### src/rtl/xor_scrambler.sv
// xor_scrambler: LFSR keystream XOR scrambler/descrambler with a valid/ready
// handshake and one output register stage. Additive (MULT=0) or
// self-synchronous multiplicative (MULT=1) operation.
module xor_scrambler #(
  parameter int unsigned       DATA_W = 8,
  parameter int unsigned       LFSR_W = 16,
  parameter logic [LFSR_W-1:0] POLY   = 16'hB400,
  parameter logic [LFSR_W-1:0] SEED   = 16'hACE1,
  parameter int unsigned       MULT   = 0
) (
  input  logic              clk,
  input  logic              rst,
  input  logic              seed_load,
  input  logic [LFSR_W-1:0] seed_val,
  input  logic              descr,
  input  logic              in_valid,
  output logic              in_ready,
  input  logic [DATA_W-1:0] in_data,
  output logic              out_valid,
  input  logic              out_ready,
  output logic [DATA_W-1:0] out_data,
  output logic [15:0]       beat_cnt
);

  logic [LFSR_W-1:0] state_q;
  logic [LFSR_W-1:0] state_next;
  logic [DATA_W-1:0] beat_out;
  logic [DATA_W-1:0] out_data_q;
  logic              out_valid_q;
  logic [15:0]       cnt_q;
  logic              accept;

  // Seed loading blocks acceptance so the LFSR has a single writer per cycle.
  assign in_ready = !rst && !seed_load && (!out_valid_q || out_ready);
  assign accept   = in_valid && in_ready;

  assign out_data  = out_data_q;
  assign out_valid = out_valid_q;
  assign beat_cnt  = cnt_q;

  // Walk the LFSR DATA_W bit steps, LSB first, producing the beat and next state.
  always_comb begin
    logic [LFSR_W-1:0] walk;
    logic              fb;
    logic              shift_in;
    walk     = state_q;
    beat_out = '0;
    fb       = 1'b0;
    shift_in = 1'b0;
    for (int unsigned i = 0; i < DATA_W; i++) begin
      fb          = ^(walk & POLY);
      beat_out[i] = in_data[i] ^ fb;
      if (MULT == 0)
        shift_in = fb;
      else if (descr)
        shift_in = in_data[i];
      else
        shift_in = beat_out[i];
      walk = {walk[LFSR_W-2:0], shift_in};
    end
    state_next = walk;
  end

  // LFSR state, output register and accepted-beat counter.
  always_ff @(posedge clk) begin
    if (rst) begin
      state_q     <= SEED;
      out_valid_q <= 1'b0;
      out_data_q  <= '0;
      cnt_q       <= '0;
    end else begin
      if (seed_load)
        state_q <= (seed_val == '0) ? SEED : seed_val;
      else if (accept)
        state_q <= state_next;

      if (accept) begin
        out_data_q  <= beat_out;
        out_valid_q <= 1'b1;
        cnt_q       <= cnt_q + 16'd1;
      end else if (out_ready) begin
        out_valid_q <= 1'b0;
      end
    end
  end

endmodule
### config.mk
export PLATFORM = sky130hd
export DESIGN_NAME = xor_scrambler
export DESIGN_NICKNAME = d
export VERILOG_FILES = /design/src/rtl/xor_scrambler.sv
export SDC_FILE = /design/constraint.sdc
export NUM_CORES = 1
export LEC_CHECK = 0
export CAP_MARGIN = 25
export CORE_ASPECT_RATIO = 0.5
export CORE_MARGIN = 3
export CORE_UTILIZATION = 51
export DETAILED_ROUTE_END_ITERATION = 8
export MAX_ROUTING_LAYER = met4
export PLACE_DENSITY = 0.88
export SLEW_MARGIN = 20
export SYNTH_ARGS = -nofsm -noshare
export SYNTH_HDL_FRONTEND = slang
export SYNTH_SLANG_ARGS = --single-unit
### constraint.sdc
create_clock -name clk -period 4.1 [get_ports clk]
set_input_delay 1.23 -clock clk [delete_from_list [all_inputs] [get_ports clk]]
set_output_delay 1.23 -clock clk [all_outputs]
set_load 0.03 [all_outputs]
* Yosys cells after proc, flatten, opt, wreduce, memory -nomap -nowiden
Cells that the tools add are included.
** Word-level totals
- Register bits :: 41
- Input port bits :: 30
- Output and inout port bits :: 26
- Logic and storage cells :: 36
** Operators by class
- $add $sub $neg :: 1
- Muxes and demuxes :: 5
- Bitwise gates (word level) :: 8
- Reductions and logical operators :: 18
** Operators by type and width (number)
- $reduce_xor A16 Y1 :: 8
- $mux W16 :: 3
- $add A16 B1 Y16 const B :: 1
- $logic_not A16 Y1 :: 1
- $xor A1 B1 Y1 :: 8
- $reduce_bool A2 Y1 :: 2
- $logic_and A1 B1 Y1 :: 3
- $logic_not A1 Y1 :: 3
- $mux W1 :: 2
- $logic_or A1 B1 Y1 :: 1

* Longest topological paths before layout
Gate-level depths: netlist (run 1).
- Depth in word-level cells :: 6
- Depth in mapped cells :: 6
- Depth with buffers taken out :: 5

* Least setup slack after synthesis (run 1)
No wires, ideal clock.
- Path type :: input -> output
- Start :: in seed_load
- End :: out in_ready
- Data arrival time :: 1.996 ns
- Data required time :: 2.870 ns
- Slack :: 0.874 ns
- Stages :: 3
- Path buffers :: 1
- Cells stage by stage :: or2_1 -> buf_2 -> nor2_1
** Between the ends
- Longest elaborated chain between the ends :: 3
** Ends and longest elaborated chain
- start, declared :: RTL line 13 : input logic seed_load,
- $logic_not A1 Y1 :: RTL line 34 : assign in_ready = !rst && !seed_load && (!out_valid_q || out_ready);
- $logic_and A1 B1 Y1 (2 in series) :: RTL line 34
- end, declared :: RTL line 17 : output logic in_ready,
Every way passes these cells.

* Worst setup path in the final report (run 1)
- Start :: in out_ready
- End :: out in_ready
** Between the ends
- Longest elaborated chain between the ends :: 2
** Ends and longest elaborated chain
- start, declared :: RTL line 20 : input logic out_ready,
- $logic_or A1 B1 Y1 :: RTL line 34
- $logic_and A1 B1 Y1 :: RTL line 34
Every way passes these cells.

==> reports/metrics.cfg, run 1 <==
[cts]
cts_sinks=41
clockBufferDepth=2
ctsHoldBuffers=0
cts_tree=done
post_cts_buffers=0
cts_resized=0
cts_root_buf=clkbuf_8
worstSkewPairLatency_ps=290
cts.htree.levels=2
clk_pin_slew_ps=70
cts_made_buffers=5

[global_routing]
grt_antenna_before_repair=0
grt_start_max_net_pins=42
grt.total_usage_pct=22.98
first_global_vias=1758
grt_pass1_wl_um=8431
grt-ovfl-total=0

[placed_design]
hpwl_um=3624
gp_congestion=0.9065
dpl_cell_area_mm2=0.002613
dp_slack_ps=516.7
numPortBuffers=54

[flow_run]
maxCapViolCount=0

[final_layout]
fin_nets=318
regArea_um2=820.8
diodes=0
nFillCells=258
layout-drive-gt1-share_pct=5.575
final_cell_area_mm2=0.002699
multi_input_comb_area_mm2=0.001149
area_growth_pct=32.58

[setup_path]
criticalPathCategory=in2out
required_ps=2870
cp-end-kind=primary output
critical_path.top_delay_family=buffers and inverters
r2r-start=beat_cnt[0]
cp_max_fo=8
start_kind=input port
cpMaxStageDelayCell=nor2b_1
reg2reg_slack_ps=2280
r2r_cells=5
path_cells=clkdlybuf4s50_1 > nor2b_1 > nor2_1 > buf_4
r2r-end=beat_cnt[14]
max_stage_delay_ps=450
critPathArrivalTime_ps=2370
crit_buf_inv=2

[route]
drc=0
via_per_inst=5.751
wire_per_inst_um=15.09
dr.pass1.iters=5
routed_wl_um=5099
routed-via-count=1944
antenna_left=0
drtIter0Drc=154

[pwr]
peakVddDrop_mv=0.2480
p_per_area_mw_per_mm2=340.6
power_uw=919.3
power.leakage_nw=0.9220

[synth]
synth-seq-cells=41
synth.cell_area_mm2=0.002036
syn_nets=267
yosysSeqAreaShare_pct=40.32
synth_cell_type_count=34
syn_inst=236
avgSynthCellArea_um2=8.626
synth_warnings=0

[floorplan]
dieArea_mm2=0.004832
io_pins=56
initial_core_util_pct=56.20
die_h_um=50.68
chipWidth_um=95.35
num_rows=15
core_area_mm2=0.003622

[timing]
rsz0062_at_grt=false
worst_pin_slew_ps=749.9
skew_ps=2.595
totalNegativeSetupSlack_ps=0
min_period_over_period_pct=87.75
fmax_mhz=278.0
hold_viol_final=0
hold_ws_ps=483.2
slew_violations=0
period_needed_ps=3598
finalSetupViolCount=0
finalWorstSetupSlack_ps=502.4
slew_headroom_pct=49.83

[min_path]
min-delay-start=state_q[1]
hold_path_end=state_q[9]
holdPathStages=2
hold_class=reg2reg

[run_status]
run_status=complete, no violations

==> registers in the layout, summed over array words and instances, names as in the netlist <==
signal,flops
out_valid,1
state_q,16
beat_cnt,16
out_data,8
==> per-layer routing <==
metal	routed length (µm)	vias up	track usage [%]
met3	345	8	6.287
met2	2508	63	36.38
met1	2200	928	29.70
met4	44	0	4.306
met5	0	-	-
li1	-	945	-
==> worst min-delay path, stage by stage (launching register included) <==
cell and delay (ps):
dfxtp_1 310, nand2_1 50, a311oi_1 80
==> layout by cell type, fill, tap and decap left out, types with 6 or more instances in the layout <==
cell,netlist,final
a21oi_1,8,8
clkbuf_8,0,6
clkdlybuf4s50_1,0,53
dfxtp_1,41,41
nand2_1,17,17
nand3_1,6,6
nand3b_1,8,8
nand4_1,8,8
nor2_1,19,19
o21ai_0,17,17
or3_1,8,8
xnor2_1,22,22
xor2_1,13,13
==> through the flow <==
step / instances / utilization [%]
floorplan: 236 / -
global placement: 331 / 72.12
detailed placement: 331 / 72.12
CTS: 338 / 74.51
global route: 338 / 74.51
finish: 338 / 74.51
==> power breakdown <==
part / internal (mW) / total (mW) / switching [mW]
Clock: 0.134 / 0.263 / 0.130
Sequential: 0.422 / 0.442 / 0.0199
Combinational: 0.106 / 0.214 / 0.108
==> logic make-up after synthesis <==
logic type                 count (synthesis)  synth area share, %
AOI/OAI and AO/OA                         47                15.00
adders and majority gates                  1               0.6145
xor gates and xnor gates                  35                15.06
DFF                                       41                40.32
muxes                                      1               0.5531
buffers and inverters                     17                3.257
and+or+nand+nor                           94                25.20
==> synth_stat cells, drive strengths merged <==
library cell  instances  area (µm²)
nand3b                8       60.06
nand4                 8       50.05
dfxtp                41       820.8
and2                  1       6.260
buf                   2       10.01
nor2b                 2       12.51
o21ai                17       85.08
nor4                  5       31.28
o22ai                 4       25.02
clkbuf               12       45.04
nand4b                1       8.760
o221a                 4       45.04
nand3                 6       30.03
a21oi                 8       40.04
inv                   3       11.26
or2                   1       6.260
xor2                 13       113.9
nand2                17       63.81
or3                   8       50.05
nor3b                 2       15.01
mux2                  1       11.26
xnor2                22       192.7
ha                    1       12.51
nand2b                3       18.77
and4                  2       17.52
nor2                 19       71.32
o31ai                 4       30.03
nor4b                 1       8.760
nor3                  4       20.02
a311oi                4       35.03
o21bai                3       22.52
a211oi                3       22.52
and3                  2       12.51
or4                   4       30.03
==> how the worst max path moves through the flow <==
stage	from	to	slack, ps	depth (start not counted)
2_1_floorplan	seed_load	in_ready	870	3
3_3_place_gp	out_ready	in_ready	540	4
3_5_place_dp	out_ready	in_ready	520	4
4_1_cts	out_ready	in_ready	520	4
5_1_grt	out_ready	in_ready	430	4
6_report	out_ready	in_ready	500	4
==> area by class of cell <==
class,instances,share of cell area (%)
multi-input combinational,178,42.56
sequential,41,30.41
inverter,3,0.4172
timing repair buffer,58,21.05
tap,51,2.364
clock buffer,7,3.199
(Power assumes the default switching activity.)
==> inputs of run 2 (changes only) <==
CORE_UTILIZATION = 43   (was 51)
MAX_ROUTING_LAYER = not set   (was met4)
PLACE_DENSITY = 0.8   (was 0.88)
clock period = 3.3 ns   (was 4.1 ns; I/O delays follow)
==> reports/metrics.cfg, run 2 (same netlist as run 1, synthesis figures left out) <==
[flow_run]
maxCapViolCount=0  ; unchanged

[cts]
clockBufferDepth=2  ; unchanged
cts_root_buf=clkbuf_8
cts_sinks=41  ; unchanged
worstSkewPairLatency_ps=290  ; about the same
cts_made_buffers=5  ; unchanged
cts_tree=done
ctsHoldBuffers=0  ; unchanged
cts_resized=0  ; unchanged
post_cts_buffers=0  ; unchanged
clk_pin_slew_ps=70  ; about the same
cts.htree.levels=2  ; unchanged

[timing]
worst_pin_slew_ps=516.9  ; -232.9 ps
finalSetupViolCount=0  ; unchanged
min_period_over_period_pct=91.89
hold_ws_ps=479.6  ; -3.544 ps
period_needed_ps=3032
totalNegativeSetupSlack_ps=0  ; unchanged
fmax_mhz=329.8
slew_headroom_pct=65.54  ; +16 points
slew_violations=0  ; unchanged
hold_viol_final=0  ; unchanged
skew_ps=4.479  ; +1.884 ps
rsz0062_at_grt=false

[global_routing]
first_global_vias=1882  ; +7.1%
grt_antenna_before_repair=0  ; unchanged
grt.total_usage_pct=20.39  ; -2.6 points
grt-ovfl-total=0  ; unchanged
grt_start_max_net_pins=42  ; unchanged
grt_pass1_wl_um=8880  ; +5.3%

[setup_path]
max_stage_delay_ps=410  ; -40 ps
critPathArrivalTime_ps=2040  ; -330 ps
cp_max_fo=7  ; -1
crit_buf_inv=2  ; unchanged
criticalPathCategory=in2out
cpMaxStageDelayCell=clkdlybuf4s50_1
cp-end-kind=primary output
required_ps=2310  ; -560 ps
critical_path.top_delay_family=buffers and inverters
start_kind=input port
path_cells=clkdlybuf4s50_1 > or2_1 > nor2_1 > buf_4

[route]
antenna_left=0  ; unchanged
routed_wl_um=5257  ; +3.1%
drtIter0Drc=123  ; -20%
dr.pass1.iters=4  ; -1
drc=0  ; unchanged
routed-via-count=1967  ; +1.2%
via_per_inst=5.572  ; -3.1%
wire_per_inst_um=14.89  ; -1.3%

[floorplan]
io_pins=56  ; unchanged
dieArea_mm2=0.005646  ; +17%
initial_core_util_pct=48.19  ; -8.0 points
die_h_um=54.66  ; +7.9%
chipWidth_um=103.3  ; +8.3%
core_area_mm2=0.004224  ; +17%
num_rows=16  ; +1

[final_layout]
final_cell_mix=53 x clkdlybuf4s50_1, 41 x dfxtp_1, 22 x xnor2_1, 19 x nor2_1
fin_nets=321  ; +0.94%
diodes=0  ; unchanged
layout-drive-gt1-share_pct=6.552  ; +0.98 points
final_common_cell=clkdlybuf4s50_1
area_growth_pct=34.42

[run_status]
run_status=complete, no violations

[pwr]
power.leakage_nw=0.9373  ; +1.7%
p_per_area_mw_per_mm2=421.0  ; +24%
peakVddDrop_mv=0.2356  ; -5.0%

[placed_design]
gp_congestion=0.8217  ; -9.4%
numPortBuffers=54  ; unchanged
hpwl_um=3840  ; +5.9%

[min_path]
hold_class=reg2reg

run 2: per-stage QoR:
step                instance area [µm²]  utilization (%)  power, mW  setup WS (ps)  std cells
finish                             2736            64.78      1.152          267.6        353
CTS                                2736            64.78      1.155          268.8        353
global route                       2736            64.78      1.199          221.4        353
detailed placement                 2650            62.74     0.8260          201.8        346
floorplan                          2036                -     0.7259          554.0        236
global placement                   2650            62.74     0.8212          268.5        346
run 2: report_power, final:
group | total [mW] | leakage [nW] | internal (mW) | switching [mW]
Sequential | 0.549 | 0.336 | 0.524 | 0.0250
Clock | 0.335 | 0.0443 | 0.166 | 0.169
Combinational | 0.268 | 0.557 | 0.134 | 0.134
Total | 1.15 | 0.937 | 0.824 | 0.328
run 2: final cells by class:
| class | instances | area [µm²] |
|---|---|---|
| fillers | 359 | 1488 |
| clock buffers | 7 | 86.33 |
| inverters | 3 | 11.26 |
| flip-flops and latches | 41 | 820.8 |
| well taps | 63 | 78.83 |
| multi-input cells | 178 | 1149 |
| repair buffers | 61 | 590.6 |
run 2: tightest hold or removal path, delay by kind of cell, from the launching register on:
kind	cells	cell delay, ps
DFF	1	310
and+or+nand+nor	1	50
AOI/OAI and AO/OA	1	80
run 2: path summary, 6_finish.rpt:
kind,start,end,slack (ps),cells after the start
max,seed_load,in_ready,270,4
max reg2reg,out_valid,beat_cnt[15],1520,5
min reg2reg,state_q[1],state_q[9],480,2
min,state_q[1],state_q[9],480,2
run 2: per-layer routing:
layer  GRT usage, %  routed length (µm)
met5              0                   0
met4          8.172                 120
met3          4.580                 248
met2          33.97                2513
met1          26.07                2375
